### config.mk
export PLATFORM = sky130hd
export DESIGN_NAME = fifo_wr_arbiter
export DESIGN_NICKNAME = d
export VERILOG_FILES = /design/src/rtl/fifo_wr_arbiter.sv
export SDC_FILE = /design/constraint.sdc
export NUM_CORES = 1
export LEC_CHECK = 0
export ABC_AREA = 1
export CELL_PAD_IN_SITES_DETAIL_PLACEMENT = 1
export CELL_PAD_IN_SITES_GLOBAL_PLACEMENT = 1
export CORE_MARGIN = 3
export CORE_UTILIZATION = 42
export CTS_BUF_LIST = sky130_fd_sc_hd__clkbuf_8
export CTS_CLUSTER_SIZE = 24
export DETAILED_ROUTE_END_ITERATION = 8
export DONT_BUFFER_PORTS = 1
export PLACE_DENSITY_LB_ADDON = 0.12
export SLEW_MARGIN = 10
export SYNTH_ARGS = -nofsm -noshare
export SYNTH_HDL_FRONTEND = slang
export SYNTH_SLANG_ARGS = --single-unit
export TNS_END_PERCENT = 100
### constraint.sdc
create_clock -name iWCLK -period 1.6 [get_ports iWCLK]
set_input_delay 0.4 -clock iWCLK [delete_from_list [all_inputs] [get_ports iWCLK]]
set_output_delay 0.4 -clock iWCLK [all_outputs]
set_load 0.01 [all_outputs]
### src/rtl/fifo_wr_arbiter.sv
`default_nettype none
// ============================================================================
// Module   : fifo_wr_arbiter
// Brief    : Round-robin burst arbiter for the write port of the dual-clock FIFO.
// Revision : 1.0 - initial release
// ============================================================================
module fifo_wr_arbiter #(
    parameter int DATAWIDTH = 8,
    parameter int NREQ      = 4,
    parameter int MAXBURST  = 4
) (
    input  logic                      iWCLK,
    input  logic                      iWRST,
    input  logic [NREQ-1:0]           iREQ,
    input  logic [NREQ*DATAWIDTH-1:0] iDAT,
    input  logic [NREQ-1:0]           iLAST,
    output logic [NREQ-1:0]           oACK,
    input  logic                      iFULL,
    output logic                      oWINC,
    output logic [DATAWIDTH-1:0]      oWDAT,
    output logic [NREQ-1:0]           oGNT,
    output logic                      oBUSY
);

    localparam int c_GIDX_W = (NREQ > 1) ? $clog2(NREQ) : 1;
    localparam int c_CNT_W  = (MAXBURST > 1) ? $clog2(MAXBURST + 1) : 1;
    localparam logic [c_CNT_W-1:0] c_CNT_LAST = c_CNT_W'(MAXBURST - 1);
    localparam logic [NREQ-1:0]    c_ONE_HOT0 = NREQ'(1);

    typedef enum logic [0:0] {
        ST_IDLE  = 1'b0,
        ST_BURST = 1'b1
    } state_t;

    state_t                r_state,  w_stateNxt;
    logic [NREQ-1:0]       r_gnt,    w_gntNxt;
    logic [c_GIDX_W-1:0]   r_gidx,   w_gidxNxt;
    logic [c_GIDX_W-1:0]   r_rr,     w_rrNxt;
    logic [c_CNT_W-1:0]    r_cnt,    w_cntNxt;

    logic                  w_pickValid;
    logic [c_GIDX_W-1:0]   w_pickIdx;
    logic                  w_acc;
    logic                  w_release;
    logic [DATAWIDTH-1:0]  w_slice [NREQ];

    // (base + off) mod NREQ, with off < NREQ so a single subtraction suffices
    function automatic logic [c_GIDX_W-1:0] wrapAdd(input logic [c_GIDX_W-1:0] base,
                                                    input int                  off);
        int s;
        s = int'(base) + off;
        if (s >= NREQ) begin
            s = s - NREQ;
        end
        return c_GIDX_W'(s);
    endfunction

    generate
        for (genvar k = 0; k < NREQ; k++) begin : g_slice
            assign w_slice[k] = iDAT[k*DATAWIDTH +: DATAWIDTH];
        end
    endgenerate

    // Scan from the highest offset down so the requester nearest rr wins
    always_comb begin
        w_pickValid = 1'b0;
        w_pickIdx   = '0;
        for (int i = NREQ - 1; i >= 0; i--) begin
            if (iREQ[wrapAdd(r_rr, i)]) begin
                w_pickValid = 1'b1;
                w_pickIdx   = wrapAdd(r_rr, i);
            end
        end
    end

    always_comb begin
        w_stateNxt = r_state;
        w_gntNxt   = r_gnt;
        w_gidxNxt  = r_gidx;
        w_rrNxt    = r_rr;
        w_cntNxt   = r_cnt;
        w_acc      = 1'b0;
        w_release  = 1'b0;
        case (r_state)
            ST_IDLE: begin
                if (w_pickValid) begin
                    w_stateNxt = ST_BURST;
                    w_gntNxt   = c_ONE_HOT0 << w_pickIdx;
                    w_gidxNxt  = w_pickIdx;
                    w_cntNxt   = '0;
                end
            end
            ST_BURST: begin
                w_acc = iREQ[r_gidx] & ~iFULL;
                if (w_acc) begin
                    w_cntNxt = c_CNT_W'(r_cnt + 1'b1);
                end
                // A stall on full alone never releases; only LAST, the cap or a withdraw do
                w_release = (w_acc & (iLAST[r_gidx] | (r_cnt == c_CNT_LAST)))
                          | ~iREQ[r_gidx];
                if (w_release) begin
                    w_stateNxt = ST_IDLE;
                    w_gntNxt   = '0;
                    w_rrNxt    = wrapAdd(r_gidx, 1);
                end
            end
            default: begin
                w_stateNxt = ST_IDLE;
                w_gntNxt   = '0;
            end
        endcase
    end

    always_ff @(posedge iWCLK or posedge iWRST) begin
        if (iWRST) begin
            r_state <= ST_IDLE;
            r_gnt   <= '0;
            r_gidx  <= '0;
            r_rr    <= '0;
            r_cnt   <= '0;
        end else begin
            r_state <= w_stateNxt;
            r_gnt   <= w_gntNxt;
            r_gidx  <= w_gidxNxt;
            r_rr    <= w_rrNxt;
            r_cnt   <= w_cntNxt;
        end
    end

    // Write strobes are gated by reset directly so they drop within the reset cycle
    assign oWINC = w_acc & ~iWRST;
    assign oACK  = oWINC ? r_gnt : '0;
    assign oWDAT = w_slice[r_gidx];
    assign oGNT  = r_gnt;
    assign oBUSY = (r_state == ST_BURST);

endmodule
`default_nettype wire

==> impl_metrics.yaml, run 1 <==
status:
  status: "stopped before the end"
  tool.error: "[ERROR DPL-0033] detailed placement checks failed during check placement."
  stop_stage: "global routing (5_1_grt)"
clock_tree:
  cts_made_buffers: 3
  ctsHoldBuffers: 0
  h-tree-depth: 1
  clockBufferDepth: 2
  cts_sinks: 12
  clockRootBuffer: "clkbuf_8"
placement:
  io_buffers: 0
  dp_hpwl_um: 2646
  place_area_mm2: 0.001216
  gp_congestion: 0.7657
synth:
  yosys_register_bits: 12
  synth-xor-area-share_pct: 0.8274
  synth.top_cells.by_area: "dfrtp_1, nand2_1, o21ai_0"
  synth-compound-area-share_pct: 21.28
  synth_cells: 173
  synth_area_mm2: 0.001059
  avgSynthCellArea_um2: 6.119
  synth_top_area_share_pct: 28.37
  synth.area.mux_share_pct: 0
  synth_top_family_by_area: "simple AND/OR/NAND/NOR gates"
  ys_seq_area_share_pct: 28.37
  synthAdderAreaFrac_pct: 2.364
  yosysUniqueCellTypes: 24
  syn_nets: 218
  synth_area_leader_cell: "dfrtp_1"
  synthSimpleGateAreaFrac_pct: 35.93
  yosys_warnings: 0
floorplanning:
  num_rows: 17
  start_util_pct: 46.08
  die_w_um: 56.20
  die_h_um: 56.20
  ios: 61
global_route:
  grt_max_degree: 13
  antenna_found_initial: 0
timing:
  worst_endpoint: "oACK[0]"
  endpoint_type: "output port"
-- what timing repair did --
| action | in CTS |
|---|---|
| setup buffers | 4 |
| endpoints found under the hold margin | 0 |
| setup endpoints to repair | 19 |
| pin swaps | 9 |
| resized for setup | 35 |
| gates cloned | 1 |
-- metrics by stage --
step | TNS, ps | util [%] | setup WS (ps) | instances
4_1_cts | -2553 | 61.98 | -211.4 | 217
3_5_place_dp | -1111 | 52.94 | -144.5 | 209
3_3_place_gp | -100.0 | 52.94 | -18.65 | 209
2_1_floorplan | -402.5 | - | -100.6 | 173
-- logic make-up after synthesis --
group | count (synthesis)
flip-flops | 12
XOR/XNOR | 1
buffers and inverters | 29
adder cells (fa/ha/maj) | 2
AND/OR/NAND/NOR | 88
AO/OA/AOI/OAI | 41
-- Yosys cell counts --
cell type,number
nand2_1,42
o21ai_2,2
inv_2,2
nand2_2,1
buf_1,1
o22ai_1,8
a21oi_1,2
nand3_2,1
dfrtp_1,12
xnor2_1,1
ha_1,2
nor2_4,1
nand4_1,1
clkbuf_1,2
o21ai_1,3
o21a_1,1
and2_4,1
nor2_1,22
nor2_2,2
buf_6,1
buf_2,2
nand3_1,17
inv_1,21
o21ai_0,25
==> inputs of run 2 (changes only) <==
Settings changed: CELL_PAD_IN_SITES_DETAIL_PLACEMENT 1 to default, CELL_PAD_IN_SITES_GLOBAL_PLACEMENT 1 to default, CORE_AREA from default to 3 3 64 66, CORE_MARGIN 3 to default, CORE_UTILIZATION 42 to default, CTS_BUF_LIST sky130_fd_sc_hd__clkbuf_8 to default, CTS_CLUSTER_SIZE 24 to default, DIE_AREA from default to 0 0 67 69, PLACE_DENSITY_LB_ADDON 0.12 to 0.15.
==> run 2 against run 1 <==
  * The flow now finishes, with violations (negative setup slack)
  * Synthesized cell count is the same
  * Area after synthesis unchanged
==> impl_metrics.yaml, run 2 <==
status:
  status: "complete, but fails checks"
  violations: "negative setup slack"
synth:
  avgSynthCellArea_um2: 6.119
  yosys_register_bits: 12
  post-synth-top-count-cell: "nand2_1"
  synth.top_cells.by_area: "dfrtp_1, nand2_1, o21ai_0"
  synth-xor-area-share_pct: 0.8274
  synth_common_cells: "nand2_1, o21ai_0, nor2_1"
  yosysUniqueCellTypes: 24
  synth-compound-area-share_pct: 21.28
  synth.area.mux_share_pct: 0
  synth_area_mm2: 0.001059
  syn_nets: 218
  synth_edf_count: 0
  synth_top_area_share_pct: 28.37
  synthAdderAreaFrac_pct: 2.364
  yosys_warnings: 0
  synthSimpleGateAreaFrac_pct: 35.93
  synth_cells: 173
  synth_area_leader_cell: "dfrtp_1"
  synth_ff_type: "dfrtp_1"
  synth_top_family_by_area: "simple AND/OR/NAND/NOR gates"
  ys_seq_area_share_pct: 28.37
  synthArstFlopShare_pct: 100.0
routing:
  drc: 0
  wl_per_cell_um: 13.58
  vias: 1225
  wl_met2_um: 1827
  firstDrtPassIters: 4
  ant_nets: 0
  met1_length_um: 1341
  vias_per_cell: 5.041
  dr.first_iter.drc_count: 65
  routed.top_layer: "met4"
  met3WireLength_um: 102
  routed_wl_um: 3299
clock_tree:
  clockRootBuffer: "clkbuf_8"
  cts_made_buffers: 3
  clk_pin_slew_ps: 50
  h-tree-depth: 1
  clockBufferDepth: 2
  cts_tree: "done"
  cts_sinks: 12
  ctsHoldBuffers: 0
  clkLatencyLatePin_ps: 240
timing:
  setup_viol: 15
  holdWs_ps: 64.66
  hold_viol: 0
  slew_headroom_pct: 68.00
  rsz0062_at_grt: "true"
  fin_crit_ps: 1823
  period_share_pct: 113.9
  setup_tns_ps: -2618
  fmax_ghz: 0.5486
  worst_slack_ps: -222.8
  tightest_slew_ps: 479.4
  fin_worst_skew_ps: 3.538
  slew_violations: 0
critical_path:
  end_kind: "output pin"
  ff2ff_setup_slack_ps: -10
  arrival_ps: 1420
  r2r-start: "r_rr[0]"
  crit_path_start_kind: "flip-flop"
  worstRegToRegCells: 9
  crit_fanout: 6
  worst-setup-path-type: "reg2out"
  cp_data_required_time_ps: 1200
  reg2reg_to: "oGNT[3]"
finish:
  fin_nets: 242
  ff_latch_area_um2: 302.8
  area_growth_pct: 47.87
  drive_above_1_share_pct: 36.92
  n_antenna_cell: 0
  multi_input_area_um2: 812.0
  fin_cells: 243
  final_common_cell: "nand2_1"
  final_cell_mix: "nand2_1, inv_1, nor2_1"
  largest_reg_flops: 4
  nFillCells: 389
global_route:
  grt_max_degree: 17
  grt_overflow: 0
  grt_pass1_vias: 1155
  grt_usage_pct: 13.69
  grt_pass1_wl_um: 5106
  antenna_found_initial: 0
placement:
  gp_congestion: 0.7718
  dp_hpwl_um: 2438
  io_buffers: 0
  pre_cts_ws_ps: -18.70
  numPlacedInstances: 229
floorplanning:
  num_rows: 22
  ios: 61
  coreArea_mm2: 0.003633
  dieArea_mm2: 0.004623
  start_util_pct: 29.13
  die_h_um: 69
  die_w_um: 67
min_path:
  hold_path.class: "in2async"
flow_run:
  cap_violations: 0
power_and_ir_drop:
  leakage_nw: 0.7223
  power_density_mw_per_mm2: 2190
  ir_drop_mv: 0.6649
  finalPower_mw: 3.428
run 2: how the worst max path moves through the flow:
stage / to / from / slack [ps]
6_report: oACK[3] / r_gidx[0] / -220
5_1_grt: oACK[1] / r_gidx[1] / -300
4_1_cts: oACK[2] / r_gidx[0] / -200
3_5_place_dp: oACK[2] / iREQ[0] / -20
3_3_place_gp: oGNT[2] / r_gidx[0] / 30
2_1_floorplan: oACK[0] / r_gidx[0] / -100
run 2: what timing repair did:
item	4_1_cts	5_1_grt
pin swaps	10	5
setup endpoints to repair	13	25
buffers inserted	3	6
gates resized for setup	24	37
gates cloned	0	2
endpoints found under the hold margin	0	0
run 2: worst max-delay path: stages, from the launching register on:
cell	delay, ps
dfrtp_2	450
o21ai_2	160
nand4_1	160
nor2_2	190
inv_4	90
nor2_4	130
run 2: report_power, final:
part	leakage, nW	switching, mW	internal (mW)
clock	0.0216	0.108	0.166
sequential	0.152	0.144	0.432
combinational	0.549	1.46	1.12
total	0.722	1.71	1.72
run 2: through the flow:
step | util [%] | instance area (µm²)
CTS | 37.53 | 1364
finish | 43.08 | 1565
detailed placement | 34.16 | 1241
floorplan | - | 1099
global route | 43.08 | 1565
global placement | 34.16 | 1241
run 2: kinds of logic after synthesis:
kind of cell    after synthesis
xor+xnor                      1
buf+inv                      29
fa+ha+maj                     2
simple gates                 88
compound gates               41
flops                        12
run 2: area by class of cell:
class	count	area share, %
timing repair inverter	1	0.3997
inverter	23	6.475
sequential	12	19.34
multi-input combinational	132	51.88
tap	48	3.837
timing repair buffer	24	15.43
clock buffer	3	2.638
run 2: layer usage:
layer / vias to the layer above / GRT usage, %
li1: 617 / -
met1: 586 / 16.52
met2: 18 / 24.34
met3: 4 / 2.443
met4: 0 / 3.378
met5: - / 0
(Power assumes the default switching activity.)
